==> config.mk <==
export PLATFORM = sky130hd
export DESIGN_NAME = fb_port_arbiter
export DESIGN_NICKNAME = d
export VERILOG_FILES = /design/src/rtl/fb_arb_pkg.sv /design/src/rtl/fb_wr_fifo.sv /design/src/rtl/fb_port_arbiter.sv
export SDC_FILE = /design/constraint.sdc
export NUM_CORES = 1
export LEC_CHECK = 0
export BUFFER_PORTS_ARGS = -buffer_cell sky130_fd_sc_hd__buf_2
export CAP_MARGIN = 25
export CORE_ASPECT_RATIO = 1.25
export CORE_MARGIN = 2
export CORE_UTILIZATION = 51
export CTS_CLUSTER_DIAMETER = 150
export DETAILED_ROUTE_END_ITERATION = 6
export GPL_TIMING_DRIVEN = 0
export PLACE_DENSITY = 0.76
export RECOVER_POWER = 100
export SYNTH_ARGS = -nofsm -noshare
export SYNTH_HDL_FRONTEND = slang
export SYNTH_SLANG_ARGS = --single-unit
==> constraint.sdc <==
create_clock -name clk -period 2.82 [get_ports clk]
set_input_delay 0.282 -clock clk [delete_from_list [all_inputs] [get_ports clk]]
set_output_delay 0.282 -clock clk [all_outputs]
set_load 0.01 [all_outputs]
==> src/rtl/fb_arb_pkg.sv <==
// rtl/fb_arb_pkg.sv - shared constants, state encoding and helpers for the frame-buffer port arbiter
package fb_arb_pkg;

  localparam int FB_ADDR_W = 17;
  localparam int FB_DATA_W = 8;
  localparam int STAT_W    = 20;

  // Cycles from a display request to disp_valid
  localparam int DISP_LAT = 2;

  // State encoding doubles as the RAM strobe pair: bit0 = ram_en, bit1 = ram_we
  localparam logic [1:0] S_IDLE  = 2'b00;
  localparam logic [1:0] S_DISP  = 2'b01;
  localparam logic [1:0] S_DRAIN = 2'b11;

  typedef struct packed {
    logic [FB_ADDR_W-1:0] addr;
    logic [FB_DATA_W-1:0] data;
  } wrEntry_t;

  // Saturating event counter step
  function automatic logic [STAT_W-1:0] satInc(input logic [STAT_W-1:0] cnt, input logic ev);
    return (ev && cnt != '1) ? cnt + STAT_W'(1) : cnt;
  endfunction

endpackage

==> src/rtl/fb_wr_fifo.sv <==
// rtl/fb_wr_fifo.sv - synchronous write-queue FIFO with registered not-full flag
module fb_wr_fifo #(
  parameter int WIDTH = 25,
  parameter int DEPTH = 4
) (
  input  logic             clk,
  input  logic             rst,
  input  logic             push,
  input  logic [WIDTH-1:0] pushData,
  input  logic             pop,
  output logic [WIDTH-1:0] popData,
  output logic             empty,
  output logic             ready
);

  localparam int AW = $clog2(DEPTH);
  localparam int PW = AW + 1;
  localparam logic [PW-1:0] DEPTH_P = PW'(DEPTH);

  logic [WIDTH-1:0] mem [DEPTH];
  logic [PW-1:0]    wrPtr, rdPtr, used, usedNext;
  logic             notFull, pushOk, popOk;

  assign used    = wrPtr - rdPtr;
  assign empty   = (used == '0);
  assign ready   = notFull;
  assign pushOk  = push & notFull;
  assign popOk   = pop & !empty;
  assign popData = mem[rdPtr[AW-1:0]];

  // Occupancy after this cycle's push/pop, used to precompute the full flag
  always_comb begin
    usedNext = used + PW'(pushOk) - PW'(popOk);
  end

  // Pointers wrap naturally; ready is held low while in reset
  always_ff @(posedge clk or negedge rst) begin
    if (!rst) begin
      wrPtr   <= '0;
      rdPtr   <= '0;
      notFull <= 1'b0;
    end else begin
      if (pushOk) wrPtr <= wrPtr + PW'(1);
      if (popOk)  rdPtr <= rdPtr + PW'(1);
      notFull <= (usedNext != DEPTH_P);
    end
  end

  // Entry storage, no reset needed
  always_ff @(posedge clk) begin
    if (pushOk) mem[wrPtr[AW-1:0]] <= pushData;
  end

endmodule

==> src/rtl/fb_port_arbiter.sv <==
// rtl/fb_port_arbiter.sv - frame-buffer port arbiter: display reads pre-empt queued writes; FB_ARB_STATS_EN adds per-frame statistics
import fb_arb_pkg::*;

module fb_port_arbiter #(
  parameter int ADDR_W     = FB_ADDR_W,
  parameter int DATA_W     = FB_DATA_W,
  parameter int WBUF_DEPTH = 4,
  parameter int STARVE_MAX = 800
) (
  input  logic              clk,
  input  logic              rst,
  input  logic              disp_req,
  input  logic [ADDR_W-1:0] disp_addr,
  output logic              disp_valid,
  output logic [DATA_W-1:0] disp_data,
  input  logic              wr_valid,
  output logic              wr_ready,
  input  logic [ADDR_W-1:0] wr_addr,
  input  logic [DATA_W-1:0] wr_data,
  output logic              ram_en,
  output logic              ram_we,
  output logic [ADDR_W-1:0] ram_addr,
  output logic [DATA_W-1:0] ram_wdata,
  input  logic [DATA_W-1:0] ram_rdata,
  output logic              starve_err
`ifdef FB_ARB_STATS_EN
  ,
  input  logic              frame_start,
  output logic [STAT_W-1:0] stat_rd,
  output logic [STAT_W-1:0] stat_wr,
  output logic [STAT_W-1:0] stat_stall
`endif
);

  localparam int CNT_W = $clog2(STARVE_MAX + 1);
  localparam logic [CNT_W-1:0] STARVE_LIM = CNT_W'(STARVE_MAX);
  localparam logic [CNT_W-1:0] STARVE_PRE = CNT_W'(STARVE_MAX - 1);

  logic                     fifoEmpty, fifoReady, popEn, starveInc;
  logic [ADDR_W+DATA_W-1:0] headEntry;
  logic [ADDR_W-1:0]        headAddr;
  logic [DATA_W-1:0]        headData;
  logic [1:0]               state, nextState;
  logic [DISP_LAT-1:0]      rdPipe;
  logic [CNT_W-1:0]         starveCnt;

  // Writes only use cycles the display leaves free
  assign popEn     = !disp_req && !fifoEmpty;
  assign starveInc = disp_req && !fifoEmpty;
  assign {headAddr, headData} = headEntry;
  assign wr_ready  = fifoReady;

  fb_wr_fifo #(
    .WIDTH(ADDR_W + DATA_W),
    .DEPTH(WBUF_DEPTH)
  ) uWrFifo (
    .clk     (clk),
    .rst     (rst),
    .push    (wr_valid),
    .pushData({wr_addr, wr_data}),
    .pop     (popEn),
    .popData (headEntry),
    .empty   (fifoEmpty),
    .ready   (fifoReady)
  );

  // Grant decision for this cycle; the registered state is the RAM command
  always_comb begin
    nextState = S_IDLE;
    if (disp_req)        nextState = S_DISP;
    else if (!fifoEmpty) nextState = S_DRAIN;
  end

  assign ram_en = state[0];
  assign ram_we = state[1];

  // Register the granted command toward the RAM
  always_ff @(posedge clk or negedge rst) begin
    if (!rst) begin
      state     <= S_IDLE;
      ram_addr  <= '0;
      ram_wdata <= '0;
    end else begin
      state <= nextState;
      if (disp_req) begin
        ram_addr <= disp_addr;
      end else if (popEn) begin
        ram_addr  <= headAddr;
        ram_wdata <= headData;
      end
    end
  end

  // Track display reads through the RAM so data is flagged at fixed latency
  always_ff @(posedge clk or negedge rst) begin
    if (!rst) rdPipe <= '0;
    else      rdPipe <= {rdPipe[DISP_LAT-2:0], disp_req};
  end

  assign disp_valid = rdPipe[DISP_LAT-1];
  assign disp_data  = disp_valid ? ram_rdata : '0;

  // Count cycles a queued write is blocked by display traffic; error is sticky
  always_ff @(posedge clk or negedge rst) begin
    if (!rst) begin
      starveCnt  <= '0;
      starve_err <= 1'b0;
    end else begin
      if (popEn)                                        starveCnt <= '0;
      else if (starveInc && starveCnt != STARVE_LIM)    starveCnt <= starveCnt + CNT_W'(1);
      if (starveInc && starveCnt >= STARVE_PRE)         starve_err <= 1'b1;
    end
  end

`ifdef FB_ARB_STATS_EN
  logic [STAT_W-1:0] rdCnt, wrCnt, stallCnt;
  logic              stallEv;

  assign stallEv = wr_valid && !fifoReady;

  // Per-frame counters; frame_start publishes them and this cycle opens the next frame
  always_ff @(posedge clk or negedge rst) begin
    if (!rst) begin
      rdCnt      <= '0;
      wrCnt      <= '0;
      stallCnt   <= '0;
      stat_rd    <= '0;
      stat_wr    <= '0;
      stat_stall <= '0;
    end else if (frame_start) begin
      stat_rd    <= rdCnt;
      stat_wr    <= wrCnt;
      stat_stall <= stallCnt;
      rdCnt      <= STAT_W'(disp_req);
      wrCnt      <= STAT_W'(popEn);
      stallCnt   <= STAT_W'(stallEv);
    end else begin
      rdCnt    <= satInc(rdCnt, disp_req);
      wrCnt    <= satInc(wrCnt, popEn);
      stallCnt <= satInc(stallCnt, stallEv);
    end
  end
`endif

endmodule
==> results of run 1 <==
-- layer usage --
layer  wire length (um)  GRT usage
met5                  0          0
met4                176     0.0843
met3                651     0.0455
met2               6280      0.331
met1               4870      0.253
-- where the power goes --
part	internal (uW)	switching, uW	total [uW]
clock	1520	878	2390
combinational	1630	1640	3260
sequential	2880	247	3120
total	6020	2760	8780
-- path summary, 6_finish.rpt --
kind                            slack [ps]        startpoint             to
min in group asynchronous              430               rst  uWrFifo.ready
worst min-delay path                    70     disp_addr[16]   ram_addr[16]
worst min register to register         350         rdPipe[0]      rdPipe[1]
worst max register to register          20  uWrFifo.wrPtr[0]  uWrFifo.ready
worst max-delay path                    20  uWrFifo.wrPtr[0]  uWrFifo.ready
max in group asynchronous              960               rst   starveCnt[7]
-- worst max-delay path, stage by stage (launching register included) --
cell,delay [ps]
dfrtp_1,370
inv_2,70
ha_4,150
fa_2,350
xnor3_2,270
a31oi_4,110
ha_4,280
inv_2,40
ha_4,140
fa_2,340
xnor2_2,140
xnor2_1,110
or3_1,300
-- placed cells by master (no fill, tap or decap), drive strengths merged, types with 3 or more instances in the layout --
cell	n
edfxtp	100
clkbuf	86
buf	52
dfrtp	47
mux4	25
nand2	25
o21ai	24
mux2i	18
inv	12
ha	10
mux2	10
and2	9
xnor2	6
nor3	6
nor2	6
and3	4
bufinv	4
or3	3
nand4	3
clkinvlp	3
clkinv	3
-- stage by stage --
step | TNS (ps) | utilization | cell area, um^2 | hold slack (ps)
finish | 0 | 0.640 | 7400 | 73.8
global route | -83.9 | 0.640 | 7400 | 84.8
detailed placement | -385 | 0.585 | 6770 | 197
CTS | -135 | 0.651 | 7520 | 60.5
floorplan | -186 | - | 6050 | -13.6
global placement | -334 | 0.577 | 6680 | 333
-- area by class of cell --
type	instances	share of cell area
plain buffers	13	0.00963
clock buffers	18	0.0593
clock inverters	14	0.0272
inverters	8	0.00406
multi-input cells	174	0.242
flip-flops and latches	147	0.564
well taps	138	0.0233
repair buffers	108	0.0701
-- state kept, by name (all words and copies together), names as in the netlist --
name,flops
starve_err,1
uWrFifo.ready,1
ram_wdata,8
state,2
starveCnt,10
uWrFifo.mem,100
uWrFifo.rdPtr,3
ram_addr,17
uWrFifo.wrPtr,3
rdPipe,2
-- what timing repair did --
action	CTS	global route
setup endpoints to repair	1	1
resized for setup	7	0
pin swaps	3	4
gates cloned	0	0
hold buffers	1	0
endpoints found under the hold margin	10	0
buffers inserted	8	3
-- logic make-up after synthesis --
logic type / count (synthesis) / share of synthesized area
adder cells (fa/ha/maj): 12 / 0.0273
multiplexers: 53 / 0.145
AO/OA/AOI/OAI: 36 / 0.0406
XOR/XNOR: 10 / 0.0197
flip-flops: 147 / 0.692
buffers and inverters: 22 / 0.0201
AND/OR/NAND/NOR: 63 / 0.0553
==> results.yml, run 1 <==
finish:
  seq_area_um2: 4180
  antenna_cells: 0
  layout-area-overhead-vs-synth_pct: 22.6
  multi_input_area_um2: 1790
  nets: 535
  drive_gt1_frac: 0.286
  num-fill-cells: 856
  stdcell_count: 620
yosys:
  yosys_warnings: 0
  synthTopCellsByArea: "edfxtp_1 50%, dfrtp_1 19%, mux4_2 9.3%"
  avgSynthCellArea_um2: 17.6
  synthesis.instances: 343
  synth_edf_count: 100
  syn_nets: 409
  synth_top_area_frac: 0.497
  synth_commonest_cells: "100 x edfxtp_1, 47 x dfrtp_1, 25 x mux4_2, 24 x nand2_1, 19 x o21ai_0"
  ys.flop_type: "edfxtp_1"
  yosysMostFrequentCell: "edfxtp_1"
  ys_async_sr_fraction: 0.320
  ys_seq_elements: 147
  ys_seq_area_frac: 0.692
  synthesis.area_um2: 6040
  synth.distinct_cells: 47
  synth_top_cell_by_area: "edfxtp_1"
floorplanning:
  initial_core_util: 0.523
  core_um2: 11600
  dieArea_um2: 12700
  die_w_um: 101
  chipHeight_um: 126
  rows: 44
  ios: 92
grt:
  grt_pass1_vias: 3642
  grt_start_max_net_pins: 38
  grt_use_total: 0.200
  grt_overflow_total: 0
  grt_antenna_before_repair: 0
  grt_pass1_wl_um: 18800
power_and_ir_drop:
  power_density_nw_per_um2: 1190
  ir_drop_v: 0.000617
  leakage_uw: 0.00280
  total_power_uw: 8780
clocking:
  cts-buffers-inserted: 17
  clk_latency_ps: 410
  cts_root_buf: "clkbuf_16"
  cts_tree: "done"
  cts_max_path_buffers: 2
  clk_pin_slew_ps: 60
  cts_sinks: 147
  cts-htree-levels: 4
setup_path:
  endpoint_kind: "flop"
  worstSetupStartpointType: "flop"
  worstPathArrival_ps: 3090
  crit_type: "reg2reg"
  cp.required_ps: 3110
  ff2ff_path_depth: 12
  critPathMaxFanout: 3
min_path:
  worstHoldPathCells: 3
  hold_class: "in2reg"
sta:
  layout_setup_ws_ps: 20.0
  period_share: 0.993
  worst_pin_slew_ps: 1200
  finalSetupViolations: 0
  slew_headroom: 0.200
  slew_viol_final: 0
  post-route-min-period_ps: 2800
  hold_viol: 0
  max_freq_ghz: 0.357
  fin_skew_ps: 8.92
  rsz0062_at_grt: "true"
routing:
  route.detailed.drc: 0
  vias_per_cell: 5.56
  vias: 3445
  dr.first_iter.drc_count: 145
  avgRoutedWirePerCell_um: 19.3
  routed_wl_um: 12000
  dr.pass1.iters: 4
  ant_nets: 0
placement:
  dpl.cell_count: 577
  gp_congestion: 0.795
  io_buffers: 91
  hpwl_um: 7740
  preCtsSetupSlack_ps: -385
outcome:
  run_status: "completed"
flow_run:
  max_cap_viol_count: 0
(Power assumes the default switching activity.)
==> run 2, diff against run 1 <==
--- a/config.mk
+++ b/config.mk
@@ -7,13 +7,13 @@
 export LEC_CHECK = 0
 export BUFFER_PORTS_ARGS = -buffer_cell sky130_fd_sc_hd__buf_2
 export CAP_MARGIN = 25
-export CORE_ASPECT_RATIO = 1.25
+export CORE_ASPECT_RATIO = 1.5
 export CORE_MARGIN = 2
-export CORE_UTILIZATION = 51
+export CORE_UTILIZATION = 56
 export CTS_CLUSTER_DIAMETER = 150
 export DETAILED_ROUTE_END_ITERATION = 6
 export GPL_TIMING_DRIVEN = 0
-export PLACE_DENSITY = 0.76
+export PLACE_DENSITY_LB_ADDON = 0.08
 export RECOVER_POWER = 100
 export SYNTH_ARGS = -nofsm -noshare
 export SYNTH_HDL_FRONTEND = slang
==> constraint.sdc (replaced) <==
create_clock -name clk -period 2.6 [get_ports clk]
set_input_delay 0.26 -clock clk [delete_from_list [all_inputs] [get_ports clk]]
set_output_delay 0.26 -clock clk [all_outputs]
set_load 0.01 [all_outputs]
==> results.yml, run 2 (synthesis gave the netlist of run 1 again) <==
outcome:
  violations: "setup timing"
  run_status: "complete, but fails checks"
setup_path:
  path_common_cell: "fa_2"
  endpoint_kind: "flop"
  worstPathArrival_ps: 3220
  cp.required_ps: 2890
  slowest_delay_ps: 400
  critPathMaxFanout: 3
  critPathSlowestCell: "fa_2"
  path_cells: "inv_2 > ha_4 > fa_2 > xnor3_2 > a31oi_4 > ha_1 > inv_1 > ha_2 > fa_2 > xnor2_2 > xnor2_1 > or3_1"
  worstSetupStartpointType: "flop"
  crit_type: "reg2reg"
routing:
  route.detailed.drc: 0
  dr.first_iter.drc_count: 137
  routed_wl_um: 11700
  ant_nets: 0
  avgRoutedWirePerCell_um: 18.8
  vias_per_cell: 5.41
  vias: 3389
  dr.pass1.iters: 6
grt:
  grt_use_met2: 0.361
  met1_usage: 0.266
  grt_pass1_wl_um: 18200
  grt_overflow_total: 0
  grt_pass1_vias: 3520
  grt_antenna_before_repair: 1
  top_usage_layer: "met2"
  grt_use_total: 0.215
  grt_use_met3: 0.0465
  grt_start_max_net_pins: 27
sta:
  hold_ws_ps: 52.0
  hold_viol: 0
  finalSetupViolations: 1
  rsz0062_at_grt: "true"
  post-route-min-period_ps: 2930
  worst_pin_slew_ps: 813
  max_freq_ghz: 0.342
  slew_viol_final: 0
  period_share: 1.13
  slew_headroom: 0.458
  layout_setup_ws_ps: -325
  fin_skew_ps: 9.72
floorplanning:
  chipHeight_um: 131
  rows: 46
  ios: 92
  dieArea_um2: 11700
  core_um2: 10500
  die_w_um: 88.8
  initial_core_util: 0.574
clocking:
  clk_pin_slew_ps: 70
  cts-buffers-inserted: 17
  cts-htree-levels: 4
  cts_max_path_buffers: 2
  cts_root_buf: "clkbuf_16"
  clk_latency_ps: 420
  cts_tree: "done"
  cts_sinks: 147
placement:
  gp_congestion: 0.862
  io_buffers: 91
  preCtsSetupSlack_ps: -616
  hpwl_um: 7850
finish:
  final_cell_mix: "100 x edfxtp_1, 68 x buf_2, 47 x dfrtp_1"
  nets: 534
  largest_reg_flops: 100
  final_util: 0.703
  layout-area-overhead-vs-synth_pct: 22.5
  drive_gt1_frac: 0.353
  layout_commonest_cell: "edfxtp_1"
power_and_ir_drop:
  ir_drop_v: 0.000647
  power_density_nw_per_um2: 1250
  leakage_uw: 0.00288
flow_run:
  max_cap_viol_count: 0
min_path:
  hold_class: "in2reg"
[run 2: what timing repair did]
item                                   CTS  global route
gates resized for setup                  1             3
endpoints found under the hold margin   22             0
setup buffers                            6             5
setup endpoints to repair                1             1
hold buffers                             1             0
pin swaps                                2             6
[run 2: routing by layer]
layer | part of all wire | routed length (um)
met1 | 0.40 | 4680
met2 | 0.54 | 6370
met3 | 0.038 | 448
met4 | 0.021 | 243
met5 | 0 | 0
[run 2: cell type report]
type | count | area (um^2)
Sequential cell | 147 | 4180
Fill cell | 701 | 3130
Multi-Input combinational cell | 174 | 1770
Timing Repair Buffer | 107 | 594
Clock buffer | 18 | 429
Tap cell | 144 | 180
Clock inverter | 14 | 143
Buffer | 13 | 71.3
Inverter | 8 | 30.0
Antenna cell | 1 | 2.50
[run 2: report_power, final]
group	leakage [uW]	total, uW	switching, uW	internal [uW]
registers	0.00149	3360	246	3120
logic	0.00112	3560	1740	1820
clock network	0.000271	2340	994	1350
total	0.00288	9260	2980	6280
[run 2: through the flow]
step | total power, uW | instance area (um^2) | instances | setup TNS [ps]
floorplan | 5780 | 6050 | 343 | -406
global placement | 6580 | 6680 | 578 | -570
detailed placement | 6740 | 6760 | 582 | -616
CTS | 9220 | 7390 | 621 | -433
global route | 9780 | 7400 | 626 | -434
finish | 9260 | 7400 | 626 | -325
[run 2: worst paths after layout]
check / slack [ps] / to / cells past startpoint / from
max: -330 / uWrFifo.ready / 12 / uWrFifo.wrPtr[0]
min: 50 / ram_addr[12] / 3 / disp_addr[12]
max in group asynchronous: 1660 / ram_addr[5] / 3 / rst
min reg2reg: 360 / rdPipe[1] / 0 / rdPipe[0]
min in group asynchronous: 380 / uWrFifo.ready / 2 / rst
max reg2reg: -330 / uWrFifo.ready / 12 / uWrFifo.wrPtr[0]
[run 2: critical path: cells and delay by family (launching register included)]
| family | cells | cell delay, ps |
|---|---|---|
| fa+ha+maj | 5 | 1360 |
| xor+xnor | 3 | 540 |
| flops | 1 | 380 |
| simple gates | 1 | 330 |
| buf+inv | 2 | 110 |
| compound gates | 1 | 90 |
